[config.mk]
export PLATFORM = sky130hd
export DESIGN_NAME = fp_round
export DESIGN_NICKNAME = d
export VERILOG_FILES = /design/src/rtl/fp_pkg.sv /design/src/rtl/fp_round_decide.sv /design/src/rtl/fp_round.sv
export SDC_FILE = /design/constraint.sdc
export NUM_CORES = 1
export LEC_CHECK = 0
export BUFFER_PORTS_ARGS = -buffer_cell sky130_fd_sc_hd__buf_2
export CAP_MARGIN = 20
export CORE_UTILIZATION = 45
export CTS_CLUSTER_SIZE = 8
export DETAILED_ROUTE_END_ITERATION = 8
export PLACE_DENSITY = 0.83
export SYNTH_ARGS = -nofsm -noshare
export SYNTH_HDL_FRONTEND = slang
export SYNTH_SLANG_ARGS = --single-unit
export TNS_END_PERCENT = 50
[constraint.sdc]
create_clock -name clk -period 3.15 [get_ports clk]
set_clock_uncertainty 0.15 [all_clocks]
set_input_delay 0.63 -clock clk [delete_from_list [all_inputs] [get_ports clk]]
set_output_delay 0.63 -clock clk [all_outputs]
set_load 0.02 [all_outputs]
[src/rtl/fp_pkg.sv]
// Shared floating-point definitions: rounding-mode encodings, field widths and
// special-value classification helpers used across the FP units.
package fp_pkg;

  localparam logic [1:0] RM_RNE = 2'b00;
  localparam logic [1:0] RM_RTZ = 2'b01;
  localparam logic [1:0] RM_RUP = 2'b10;
  localparam logic [1:0] RM_RDN = 2'b11;

  function automatic int unsigned exp_w(input int unsigned dlen);
    return (dlen == 64) ? 11 : 8;
  endfunction

  function automatic int unsigned mant_w(input int unsigned dlen);
    return (dlen == 64) ? 52 : 23;
  endfunction

  // Values are passed zero-extended to 64 bits so one helper serves both formats.
  function automatic logic [63:0] fp_exp(input logic [63:0] v, input int unsigned dlen);
    return (v >> mant_w(dlen)) & ((64'd1 << exp_w(dlen)) - 64'd1);
  endfunction

  function automatic logic [63:0] fp_mant(input logic [63:0] v, input int unsigned dlen);
    return v & ((64'd1 << mant_w(dlen)) - 64'd1);
  endfunction

  function automatic logic is_nan(input logic [63:0] v, input int unsigned dlen);
    return (fp_exp(v, dlen) == ((64'd1 << exp_w(dlen)) - 64'd1)) && (fp_mant(v, dlen) != '0);
  endfunction

  function automatic logic is_inf(input logic [63:0] v, input int unsigned dlen);
    return (fp_exp(v, dlen) == ((64'd1 << exp_w(dlen)) - 64'd1)) && (fp_mant(v, dlen) == '0);
  endfunction

  function automatic logic is_zero(input logic [63:0] v, input int unsigned dlen);
    return (fp_exp(v, dlen) == '0) && (fp_mant(v, dlen) == '0);
  endfunction

endpackage

[src/rtl/fp_round_decide.sv]
// Combinational round-up decision from rounding mode, sign, LSB and G/R/S bits.
module fp_round_decide
  import fp_pkg::*;
(
  input  logic [1:0] mode_i,
  input  logic       sign_i,
  input  logic       lsb_i,
  input  logic       guard_i,
  input  logic       round_i,
  input  logic       sticky_i,
  output logic       inc_o,
  output logic       inexact_raw_o
);

  assign inexact_raw_o = guard_i | round_i | sticky_i;

  always_comb begin
    inc_o = 1'b0;
    case (mode_i)
      RM_RNE:  inc_o = guard_i & (round_i | sticky_i | lsb_i);
      RM_RTZ:  inc_o = 1'b0;
      RM_RUP:  inc_o = inexact_raw_o & ~sign_i;
      RM_RDN:  inc_o = inexact_raw_o & sign_i;
      default: inc_o = 1'b0;
    endcase
  end

endmodule

[src/rtl/fp_round.sv]
// IEEE-754 rounding stage: applies the round-up decision to a truncated value,
// handles NaN/Inf/overflow, and registers the result with inexact/overflow flags.
module fp_round
  import fp_pkg::*;
#(
  parameter int unsigned D_Len = 32
) (
  input  logic             clk,
  input  logic             rst,
  input  logic             in_valid,
  input  logic [D_Len-1:0] in,
  input  logic [1:0]       round_mode,
  input  logic             guard_bit,
  input  logic             round_bit,
  input  logic             sticky_bit,
  output logic             out_valid,
  output logic [D_Len-1:0] r_result,
  output logic             inexact,
  output logic             overflow
);

  localparam int unsigned EW = exp_w(D_Len);
  localparam int unsigned MW = mant_w(D_Len);
  localparam logic [D_Len-1:0] QUIET_BIT = {{(D_Len-MW){1'b0}}, 1'b1, {(MW-1){1'b0}}};

  logic [63:0]      in_ext;
  logic             sign;
  logic             nan_in;
  logic             inf_in;
  logic             inc;
  logic             inexact_raw;
  logic [D_Len-2:0] mag_sum;
  logic             sum_ovf;

  logic             out_valid_q;
  logic [D_Len-1:0] r_result_q, r_result_d;
  logic             inexact_q, inexact_d;
  logic             overflow_q, overflow_d;

  assign in_ext = 64'(in);
  assign sign   = in[D_Len-1];
  assign nan_in = is_nan(in_ext, D_Len);
  assign inf_in = is_inf(in_ext, D_Len);

  fp_round_decide u_decide (
    .mode_i        (round_mode),
    .sign_i        (sign),
    .lsb_i         (in[0]),
    .guard_i       (guard_bit),
    .round_i       (round_bit),
    .sticky_i      (sticky_bit),
    .inc_o         (inc),
    .inexact_raw_o (inexact_raw)
  );

  // Single add over {exp, mant}: mantissa carries (incl. subnormal -> min normal)
  // ripple into the exponent without special casing.
  assign mag_sum = in[D_Len-2:0] + (D_Len-1)'(inc);
  assign sum_ovf = &mag_sum[D_Len-2 -: EW];

  always_comb begin
    r_result_d = {sign, mag_sum};
    inexact_d  = inexact_raw;
    overflow_d = 1'b0;
    if (nan_in) begin
      r_result_d = in | QUIET_BIT;
      inexact_d  = 1'b0;
    end else if (inf_in) begin
      r_result_d = in;
      inexact_d  = 1'b0;
    end else if (sum_ovf) begin
      r_result_d = {sign, {EW{1'b1}}, {MW{1'b0}}};
      inexact_d  = 1'b1;
      overflow_d = 1'b1;
    end
  end

  always_ff @(posedge clk) begin
    if (rst) begin
      out_valid_q <= 1'b0;
      r_result_q  <= '0;
      inexact_q   <= 1'b0;
      overflow_q  <= 1'b0;
    end else begin
      out_valid_q <= in_valid;
      if (in_valid) begin
        r_result_q <= r_result_d;
        inexact_q  <= inexact_d;
        overflow_q <= overflow_d;
      end
    end
  end

  assign out_valid = out_valid_q;
  assign r_result  = r_result_q;
  assign inexact   = inexact_q;
  assign overflow  = overflow_q;

endmodule

; ---- Yosys cells after proc, flatten, opt, wreduce, memory -nomap -nowiden
; Index checks and enable logic that the tools add are counted.
[classes]
add_sub_neg = 1
n_eq_ne = 4
n_mux = 10
bitwise = 8
reduce_logical = 6
[op_table]
columns = op, n
row1 = $mux 31, 3
row2 = $logic_not 64->1, 1
row3 = $reduce_bool 64->1, 1
row4 = $add 31x1->31, 1
row5 = $eq 8x8->1 const B, 1
row6 = $reduce_and 8->1, 1
row7 = $mux 1, 6
row8 = $eq 2x2->1 const B, 2
row9 = $or 1x1->1, 4
row10 = $pmux 1 s4, 1
row11 = $and 1x1->1, 3
row12 = $eq 2x1->1 const B, 1
row13 = $logic_and 1x1->1, 2
row14 = $logic_not 2->1, 1
row15 = $not 1->1, 1
[totals]
ff_bits = 35
in_bits = 40
output_inout_bits = 35
wordCells = 33

; ---- Longest topological paths before layout
[logic_depth]
ltp_word = 9
depth_mapped = 14
mapped_depth_nobuf = 13

; ---- Modules after synthesis
; A second synthesis with hierarchy kept.
[hier_totals]
cells_unflattened = 285
hier_area_um2 = 2265.9
[modules_own_cells]
columns = module, instances, cells_per_inst, area_per_inst_um2
row1 = fp_round, 1, 278, 2225.9
row2 = fp_round_decide, 1, 7, 40.0

; ---- Worst setup path after synthesis
; OpenSTA, ideal clock, no wires.
[synth_path]
path_type = input to register
start = input sticky_bit
end = register r_result_q[2] (netlist: r_result[2])
setup_ns = 0.136
arrival_time_ns = 3.080
required_time_ns = 2.864
slack_ns = -0.215
stages = 14
cell_sequence = nor3_1 -> nor2_1 -> o221ai_1 -> a21oi_1 -> ha_1 -> ha_1 -> nand3_1 -> or4_1 -> nor3_1 -> xnor2_1 -> or4b_4 -> o21ai_2 -> buf_6 -> o32ai_1
[synth_via]
elab_chain_len = 9
[synth_lines]
columns = element, line
row1 = from (decl), fp_round.sv:15  ; input logic sticky_bit,
row2 = $or 1x1->1 (2 in series), fp_round_decide.sv:20  ; RM_RNE: inc_o = guard_i & (round_i | sticky_i | lsb_i);
row3 = $and 1x1->1, fp_round_decide.sv:20
row4 = $pmux 1 s4 *, fp_round_decide.sv:19  ; case (mode_i)
row5 = $add 31x1->31 *, fp_round.sv:58  ; assign mag_sum = in[D_Len-2:0] + (D_Len-1)'(inc);
row6 = $reduce_and 8->1, fp_round.sv:59  ; assign sum_ovf = &mag_sum[D_Len-2 -: EW];
row7 = $mux 31 *, fp_round.sv:71  ; end else if (sum_ovf) begin
row8 = $mux 31 *, fp_round.sv:68  ; end else if (inf_in) begin
row9 = $mux 31 *, fp_round.sv:65  ; if (nan_in) begin
row10 = to (signal assigned), fp_round.sv:87  ; r_result_q <= r_result_d;
row11 = to (decl), fp_round.sv:36  ; logic [D_Len-1:0] r_result_q, r_result_d;
; Mark *: on every way between the ends. The rest lies on a longest branch, timed or not.
; A chain may end at the register's enable or synchronous reset.

; ---- Worst setup path in the final report
[layout_path]
start = input round_mode[0]
end = register r_result_q[13] (netlist: r_result[13])
[layout_via]
elab_chain_len = 7
[layout_lines]
columns = element, line
row1 = from (decl), fp_round.sv:12  ; input logic [1:0] round_mode,
row2 = $eq 2x2->1 (tied with other cells), fp_round_decide.sv:19
row3 = $pmux 1 s4 *, fp_round_decide.sv:19
row4 = $add 31x1->31 *, fp_round.sv:58
row5 = $reduce_and 8->1, fp_round.sv:59
row6 = $mux 31 *, fp_round.sv:71
row7 = $mux 31 *, fp_round.sv:68
row8 = $mux 31 *, fp_round.sv:65
; Marks and branches as above.

==> reports/metrics.yaml <==
run_status:
  status: "finished with violations"
  violations: "setup timing"
global_route:
  grt_pass1_wl_um: 11300
  antenna_found_initial: 0
  grt_overflow_total: 0
  grt_pass1_vias: 2379
  grt_max_degree: 21
  grtUsageTotal: 0.285
sta:
  finalCriticalPeriod_ns: 3.23
  clock.fmax_mhz: 310
  tightest_slew_ns: 0.827
  setup_slack_ns: -0.0805
  rsz0062_at_grt: "yes"
  slew_viol_final: 0
  finalHoldViolations: 0
  finalSetupViolations: 21
  fin_crit_sh: 1.03
  whs_ns: 0.328
  relSlewSlack: 0.442
final_layout:
  nFillCells: 357
  antenna_cells: 0
  layout-drive-gt1-share: 0.404
  nets: 421
  syn2layout_area_growth_pct: 43.0
  fin_area_um2: 3100
floorplanning:
  pin_count: 75
  die-area_um2: 5110
  initial_utilization: 0.482
  rows: 24
  fp.dieH_um: 71.5
  die_w_um: 71.5
  core_area_um2: 4500
logic_synthesis:
  ys_seq_area_frac: 0.323
  ys_warn_count: 0
  synth_top_family_by_area: "simple AND/OR/NAND/NOR gates"
  synthCells: 269
  synth.area.top_cells: "dfxtp_1 32%, xor2_1 6.1%, nand2_1 4.1%, nor2_1 4.1%, nand3_1 3.7%"
  ys_top_cells_by_count: "35 x dfxtp_1, 24 x nand2_1, 24 x nor2_1, 16 x nand3_1, 15 x xor2_1"
  synthMostInstantiatedCell: "dfxtp_1"
  synth_flop_cell: "dfxtp_1"
  synth.cell_area_um2: 2170
  synth_compound_area_frac: 0.218
  syn-mean-instance-area_um2: 8.07
  synth.mux.area_fraction: 0.0144
  ys_seq_elements: 35
  async_flop_share: 0
  synth_fa_ha_area_frac: 0.0173
  synth-simple-area-share: 0.290
  yosys.cell_types.count: 47
  synth.top_cell.area_share: 0.323
  synth_top_area_cell: "dfxtp_1"
  synthXorXnorAreaFrac: 0.0968
  syn_nets: 312
  synth_edf_count: 0
clock_tree:
  htree_levels: 2
  cts_max_path_buffers: 2
  cts_buffers: 5
  worstSkewPairLatency_ns: 0.29
  cts.clk_slew.worst_paths_ns: 0.07
  clock-root-buffer: "clkbuf_8"
  tritoncts: "yes"
  cts_sinks: 35
placement:
  portBuffers: 74
  gp_congestion: 1.10
  dp_slack_ns: -0.401
  dpl_cell_area_um2: 2890
  dp_hpwl_um: 5310
detailed_routing:
  drt_iter0_markers: 226
  drtAntennaViolNets: 0
  vias_per_cell: 6.02
  wl_um: 7100
  wl_per_cell_um: 16.5
  drc: 0
  highest_layer: "met4"
  wl_met3_um: 676
  route.met2.wl_um: 3300
  drt-pass1-iter-count: 5
  wl_met1_um: 2940
  vias: 2596
power_and_ir_drop:
  p_leak_nw: 1.36
  peakVddDrop_v: 0.000202
  power_density_nw_per_um2: 352
min_path:
  min_path_type: "reg -> reg"
worst_setup_path:
  end_kind: "flip-flop"
  cp.arrival_ns: 3.25
  crit_path_max_fanout: 11
  required_ns: 3.17
  worstSetupPathType: "in -> reg"
  cp-start-kind: "input port"
run:
  maxCapViolCount: 0
cell families after synthesis:
group / Yosys count
simple gates: 118
buf+inv: 19
xor+xnor: 24
fa+ha+maj: 3
mux: 3
compound gates: 67
flops: 35
worst max-delay path: stages:
cell,delay (ns)
buf_8,0.10
nor2_4,0.09
o221ai_2,0.09
a21oi_1,0.13
ha_2,0.25
ha_4,0.16
nand3_4,0.08
or4_4,0.50
nor3_4,0.16
xnor2_2,0.09
or4b_4,0.50
o21ai_4,0.21
buf_12,0.16
o22ai_1,0.08
timing repair:
action / CTS / global route
pin swaps: 0 / 4
setup buffers: 1 / 2
hold buffers: 0 / 0
setup endpoints to repair: 25 / 25
resized for setup: 11 / 9
routing by layer:
metal,GRT usage,up-vias
li1,-,1232
met1,0.359,1212
met2,0.466,131
met3,0.0759,21
met4,0.113,0
met5,0,-
layout make-up:
| type | instances | area (um^2) | area share |
|---|---|---|---|
| multi-input cells | 215 | 1490 | 0.480 |
| clock inverters | 2 | 12.5 | 0.00403 |
| flip-flops and latches | 35 | 701 | 0.226 |
| repair buffers | 118 | 753 | 0.243 |
| clock buffers | 6 | 72.6 | 0.0234 |
| well taps | 52 | 65.1 | 0.0210 |
| inverters | 3 | 11.3 | 0.00363 |
registers in the layout (all words and copies together) (netlist names):
signal	flops
overflow	1
r_result	32
inexact	1
out_valid	1
layout by cell type, fill, tap and decap left out, types with 2 or more instances in the layout:
cell and n:
xor2_1 15, nor4_2 2, a311oi_1 3, nor2_1 23
xnor2_1 8, and2_1 2, buf_4 41, o211ai_1 2
o311ai_0 2, nand2_1 24, a21oi_1 7, nor3_4 2
buf_8 2, o21ai_0 3, nor3_1 5, nand2b_1 3
or4_4 2, inv_1 3, and4_1 4, mux2i_1 2
nand3_1 15, nand4_1 10, o21ai_2 7, clkbuf_8 5
o22ai_1 8, a32oi_1 6, buf_6 4, a22oi_1 8
o21ai_1 7, a31oi_1 5, dfxtp_1 35, buf_2 70
and3_1 8, nor2b_1 6, nor4_1 5
path summary, 6_finish.rpt:
path | start | endpoint | slack, ns | depth (start not counted)
worst max-delay path | round_mode[0] | r_result[13] | -0.08 | 14
worst min-delay path | r_result[18] | r_result[18] | 0.33 | 2
worst max register to register | r_result[2] | r_result[2] | 2.11 | 2
worst min register to register | r_result[18] | r_result[18] | 0.33 | 2
through the flow:
stage	util	TNS (ns)	total power, mW	instances
final	0.689	-0.812	1.09	431
after floorplan	-	-2.10	0.625	269
after CTS	0.674	-0.0997	1.08	429
after global routing	0.689	-2.68	1.14	431
after detailed placement	0.641	-9.33	0.752	420
after global placement	0.641	-7.03	0.746	420
where the power goes:
group | switching [mW] | internal, mW | leakage, nW
clock network | 0.175 | 0.155 | 0.0412
logic | 0.160 | 0.116 | 1.03
registers | 0.0144 | 0.471 | 0.290
No activity file was read; power rests on OpenSTA's default activity.
